**src/rtl/mem_req_ctrl.sv**
```systemverilog
// mem_req_ctrl: single-outstanding load/store requester for mem_system.
// Optional request timeout is compiled in with `define MEM_REQ_TIMEOUT_EN.
module mem_req_ctrl #(
  parameter int unsigned TIMEOUT_CYCLES = 64
) (
  input  logic        clk,
  input  logic        rst,
  input  logic        req_valid,
  input  logic        req_wr,
  input  logic [15:0] req_addr,
  input  logic [15:0] req_wdata,
  output logic        req_ready,
  output logic        pipe_stall,
  output logic        resp_valid,
  output logic [15:0] resp_rdata,
  output logic        resp_hit,
  output logic        req_err,
  output logic [15:0] Addr,
  output logic [15:0] DataIn,
  output logic        Rd,
  output logic        Wr,
  input  logic [15:0] DataOut,
  input  logic        Done,
  input  logic        Stall,
  input  logic        CacheHit,
  input  logic        err
);

  localparam int unsigned DW = 16;
  localparam int unsigned CW = 8;

  localparam logic [1:0] IDLE  = 2'd0;
  localparam logic [1:0] ISSUE = 2'd1;
  localparam logic [1:0] WAIT  = 2'd2;

  logic [1:0] state, state_nxt;
  logic       wr_q;
  logic       busy_c, accept_c, issue_c, done_c, timeout_c, abort_c;

  // Elaboration-time guard on the timeout range (8-bit counter).
  if (TIMEOUT_CYCLES < 2 || TIMEOUT_CYCLES > 255) begin : g_bad_timeout
    $error("mem_req_ctrl: TIMEOUT_CYCLES must be in 2..255");
  end

  assign busy_c   = (state != IDLE);
  assign accept_c = (state == IDLE) & req_valid & !resp_valid;
  assign issue_c  = (state == ISSUE) & !Stall;
  // Done only counts once the access has actually been presented.
  assign done_c   = (issue_c | (state == WAIT)) & Done;

`ifdef MEM_REQ_TIMEOUT_EN
  logic [CW-1:0] to_cnt;

  always_ff @(posedge clk) begin
    if (rst)           to_cnt <= '0;
    else if (accept_c) to_cnt <= '0;
    else if (busy_c)   to_cnt <= to_cnt + CW'(1);
  end

  assign timeout_c = busy_c & (to_cnt == CW'(TIMEOUT_CYCLES - 1));
`else
  assign timeout_c = 1'b0;
`endif

  // err beats Done; Done beats timeout.
  assign abort_c = (busy_c & err) | (timeout_c & !done_c);

  assign pipe_stall = busy_c | (req_valid & !resp_valid);

  always_ff @(posedge clk) begin
    if (rst) state <= IDLE;
    else     state <= state_nxt;
  end

  // Next state plus the combinational handshake/strobe outputs.
  always_comb begin
    state_nxt = state;
    req_ready = 1'b0;
    Rd        = 1'b0;
    Wr        = 1'b0;
    case (state)
      IDLE: begin
        req_ready = !resp_valid;
        if (accept_c) state_nxt = ISSUE;
      end
      ISSUE: begin
        Rd = issue_c & !wr_q & !rst;
        Wr = issue_c &  wr_q & !rst;
        if (abort_c || done_c) state_nxt = IDLE;
        else if (!Stall)       state_nxt = WAIT;
      end
      WAIT: begin
        if (abort_c || done_c) state_nxt = IDLE;
      end
      default: state_nxt = IDLE;
    endcase
  end

  // Request latch, response capture and sticky error.
  always_ff @(posedge clk) begin
    if (rst) begin
      wr_q       <= 1'b0;
      Addr       <= '0;
      DataIn     <= '0;
      resp_valid <= 1'b0;
      resp_rdata <= '0;
      resp_hit   <= 1'b0;
      req_err    <= 1'b0;
    end else begin
      resp_valid <= done_c | abort_c;
      if (accept_c) begin
        wr_q   <= req_wr;
        Addr   <= req_addr;
        DataIn <= req_wdata;
      end else if (done_c || abort_c) begin
        Addr   <= '0;
        DataIn <= '0;
      end
      if (abort_c) begin
        resp_rdata <= '0;
        resp_hit   <= 1'b0;
        req_err    <= 1'b1;
      end else if (done_c) begin
        resp_rdata <= wr_q ? DW'(0) : DataOut;
        resp_hit   <= CacheHit;
      end
    end
  end

endmodule

```
**config.mk**
```make
export PLATFORM = sky130hd
export DESIGN_NAME = mem_req_ctrl
export DESIGN_NICKNAME = d
export VERILOG_FILES = /design/src/rtl/mem_req_ctrl.sv
export SDC_FILE = /design/constraint.sdc
export NUM_CORES = 1
export LEC_CHECK = 0
export ABC_AREA = 1
export CORE_MARGIN = 2
export CORE_UTILIZATION = 50
export CTS_BUF_LIST = sky130_fd_sc_hd__clkbuf_8
export DETAILED_ROUTE_END_ITERATION = 7
export DONT_BUFFER_PORTS = 1
export GPL_TIMING_DRIVEN = 0
export PLACE_DENSITY_LB_ADDON = 0.08
export SLEW_MARGIN = 15
export SYNTH_ARGS = -nofsm -noshare
export SYNTH_HDL_FRONTEND = slang
export SYNTH_SLANG_ARGS = --single-unit
```
**constraint.sdc**
```tcl
create_clock -name clk -period 1.2 [get_ports clk]
set_input_delay 0.24 -clock clk [delete_from_list [all_inputs] [get_ports clk]]
set_output_delay 0.24 -clock clk [all_outputs]
set_load 0.02 [all_outputs]
```
# [Word level (Yosys, flattened, before mapping)]
# Cells that the tools add are included.
[word_totals] reg_bits=54 in_bits=56 out_inout_bits=55 elab_cells=48
[classes] eq_ne=5 mux=12 n_bitwise=13 reduce_logical=10
[ops] cell="$mux 16" count=4
[ops] cell="$and 1x1->1" count=10
[ops] cell="$mux 2" count=4
[ops] cell="$pmux 2 s3" count=1
[ops] cell="$logic_not 1->1" count=4
[ops] cell="$reduce_bool 2->1" count=2
[ops] cell="$mux 1" count=3
[ops] cell="$ne 3x2->1 const B" count=1
[ops] cell="$or 1x1->1" count=3
[ops] cell="$reduce_and 3->1" count=1
[ops] cell="$eq 2x1->1 const B" count=1
[ops] cell="$eq 2x2->1 const B" count=1
[ops] cell="$logic_not 2->1" count=1
[ops] cell="$ne 2x1->1 const B" count=1
[ops] cell="$ne 2x2->1 const B" count=1
[ops] cell="$reduce_or 2->1" count=1
[ops] cell="$logic_or 1x1->1" count=1

# [Depth between registers and ports, before layout]
[logic_depth] ltp_word=7 depth_mapped=8 mapped_depth_nobuf=8

# [Worst setup path after synthesis]
# No wires, ideal clock.
[synth_timing] path_kind="register -> output" start="register wr_q" end="output Wr" t_arrival_ns=1.240 required_ns=0.960 setup_slack_ns=-0.280 stages_incl_launch_ff=4 path_buffers=1 cell_sequence="dfxtp_1 > clkinv_1 > buf_4 > nor3_1"
[synth_via] elab_chain_cells=3
[synth_lines] element="from (decl)" line="37" rtl="logic wr_q;"
[synth_lines] element="from (signal assigned)" line="112" rtl="wr_q <= req_wr;"
[synth_lines] element="$and 1x1->1 (2 in series)" line="88" rtl="Wr = issue_c & wr_q & !rst;"
[synth_lines] element="$mux 1" line="81" rtl="case (state)"
[synth_lines] element="to (decl)" line="21" rtl="output logic Wr,"
# No other way between the ends.

# [Final worst setup path]
[layout_timing] start="register state[1]" end="output pipe_stall"
[layout_via] elab_chain_cells=2
[layout_lines] element="from (decl)" line="36" rtl="logic [1:0] state, state_nxt;"
[layout_lines] element="from (signal assigned)" line="72" rtl="else state <= state_nxt;"
[layout_lines] element="$reduce_bool 2->1" line="45" rtl="assign busy_c = (state != IDLE);"
[layout_lines] element="$or 1x1->1" line="68" rtl="assign pipe_stall = busy_c | (req_valid & !resp_valid);"
[layout_lines] element="to (decl)" line="13" rtl="output logic pipe_stall,"
# No other way between the ends.

==> impl_metrics.toml <==
[layout]
nFillCells = 381
instances_no_fill = 340
syn2layout_area_growth_pct = 26.6
antenna_cells = 0
final_core_util_pct = 65.7
final_layout_size_suffix_gt1_share_pct = 34.0
seqCellArea_um2 = 1100
multiInputGateArea_um2 = 1170
num-nets-final = 343

[grt]
antenna_found_initial = 0
first_global_vias = 1845
grt_max_degree = 16
track_usage_pct = 22.2
overflow = 0
grt_first_pass_wirelength_um = 9020

[die]
die_x_um = 71.5
die_height_um = 71.5
fp-row-count = 24
coreArea_um2 = 4380
fp.dieArea_um2 = 5110
initial_core_util_pct = 51.9
design.portCount = 111

[clock_network]
numCtsBuffers = 5
cts_num_sinks = 54
cts_tree = "built"
cts_max_path_buffers = 2
clk_pin_slew_ns = 0.09
cts-root-buf = "clkbuf_8"
cts_hold_buffers = 0
clock_latency_ns = 0.31
htreeDepth = 2

[setup_path]
worst_r2r_startpoint = "state[1]"
r2r_slack_ns = -0.13
crit_end = "pipe_stall"
worstSetupEndpointType = "primary output"
required_ns = 0.96
cp_data_arrival_time_ns = 1.10
cp-startpoint = "state[1]"
worstReg2RegEnd = "resp_rdata[5]"
cp_max_fo = 6
startpoint_type = "register"
rr_worst_depth = 9
crit_type = "register to primary output"

[route]
route.vias.total = 1974
drt_iter0_drc = 102
wl_per_cell_um = 17.3
via_per_inst = 5.81
dr.pass1.iters = 5
ant_nets = 0
routed_wl_um = 5870
route.detailed.drc = 0

[power_and_ir_drop]
p_int_mw = 3.71
ir_worst_vdd_uv = 1010
p_leak_nw = 1.02
power_density_nw_per_um2 = 2210
totalPowerFinal_mw = 6.37
clkPwrFrac_pct = 16.3
swShare_pct = 41.7
power_frac_comb_pct = 41.6
sequentialPowerShare_pct = 42.2
p_sw_mw = 2.66

[place]
preCtsSetupSlack_ns = -0.201
place_congestion = 0.761
place_inst = 315
hpwl_um = 3780
portBuffers = 0

[logic_synthesis]
yosysTopAreaCell = "dfxtp_1"
ys_seq_area_share_pct = 47.5
ys.flop_type = "dfxtp_1"
netlist_instances = 263
yosys_register_bits = 54
synth_warnings = 0
synth_edf_count = 0
yosysUniqueCellTypes = 25
synth_area_per_cell_um2 = 8.65
yosys-top-cells-area = "dfxtp_1 (47%), a21oi_1 (9.7%), nand2_1 (9.2%)"
syn-cell-area_um2 = 2280
synth_top_area_share_pct = 47.5
synthesis.nets = 319
synthArstFlopShare_pct = 0

[timing]
finalHoldViolCount = 0
worst_slack_ns = -0.135
rsz0062_at_grt = "true"
finalCriticalPeriod_ns = 1.34
finalSetupViolations = 55
max_slew.worst_pin.slew_ns = 0.662
fin_crit_sh_pct = 111
drv_slew = 0
max_freq_mhz = 749
max_slew_margin_pct = 55.9
fin_skew_ns = 0.00587
setup-tns-final_ns = -4.68

[run]
cap_viol_max_count = 0

[status]
violations = "setup timing"
status = "finished, violations left"

[min_path]
hp-class = "input port to register"
==> flip-flops by register name, indices dropped and copies added (netlist names) <==
register and cells:
state 2, resp_hit 1, resp_valid 1, resp_rdata 16, req_err 1, DataIn 16, Addr 16, wr_q 1
==> cells in the final DEF (no fill, tap or decap), drive strengths merged <==
master	n
nand2	61
dfxtp	54
a21oi	54
nand4	33
buf	31
nand3	20
inv	14
clkbuf	12
nor2	4
nor3	2
clkinv	2
o21ai	1
==> metrics by stage <==
stage,hold WS (ns),area (um2)
2_1_floorplan,0.384,2290
3_3_place_gp,0.385,2350
3_5_place_dp,0.388,2350
4_1_cts,0.0609,2660
5_1_grt,0.0506,2880
6_report,0.0583,2880
==> final cells by class <==
cell class,instances,area share (%)
clock buffer,6,2.87
tap,52,2.26
buffer,20,6.82
inverter,14,2.61
timing repair buffer,17,6.60
sequential,54,38.1
clock inverter,2,0.304
multi-input combinational,175,40.5
==> repair_timing <==
action / 4_1_cts / 5_1_grt
buffers inserted: 10 / 5
resized for setup: 38 / 30
cloned: 0 / 3
endpoints found under the setup margin: 56 / 58
pin swaps: 3 / 13
==> worst min-delay path by stage <==
stage | from | endpoint | slack [ns] | cells after the start
finish | CacheHit | resp_hit | 0.06 | 2
global route | req_addr[6] | Addr[6] | 0.05 | 2
CTS | req_addr[13] | Addr[13] | 0.06 | 2
detailed placement | DataOut[11] | resp_rdata[11] | 0.39 | 2
global placement | DataOut[7] | resp_rdata[7] | 0.39 | 2
floorplan | DataOut[10] | resp_rdata[10] | 0.38 | 2
==> Yosys cell counts, types with 2 or more instances <==
master     n
inv_2      3
buf_8      4
nand3_2   10
nand2_2    2
nor3_1     2
nor2_1     3
nand3_1    9
dfxtp_1   54
nand4_1   33
inv_1      9
clkbuf_1   4
buf_4      2
a21oi_1   44
a21oi_2   10
nand2_1   56
buf_2      9
==> per-layer routing <==
layer | wire length (um) | track usage, %
met4 | 53 | 6.08
met1 | 2340 | 26.2
met5 | 0 | 0
met2 | 2910 | 37.7
met3 | 566 | 8.86
==> critical path, stage by stage (launching register included) <==
cell	delay, ns
dfxtp_4	0.37
nor2_4	0.16
nand3_4	0.13
nand2_4	0.12
==> power groups by stage <==
stage / registers, mW / logic, mW / clock network [mW]
after floorplan: 2.63 / 1.50 / 0
after global placement: 2.69 / 1.80 / 0
after detailed placement: 2.70 / 1.82 / 0
after CTS: 2.69 / 2.26 / 1.05
after global routing: 2.73 / 2.87 / 1.13
final: 2.69 / 2.65 / 1.04
==> logic make-up after synthesis <==
kind of cell / synth area share (%)
and+or+nand+nor: 28.8
AOI/OAI and AO/OA: 13.7
DFF: 47.5
buffers and inverters: 9.95
Power figures use the tool's default switching activity.
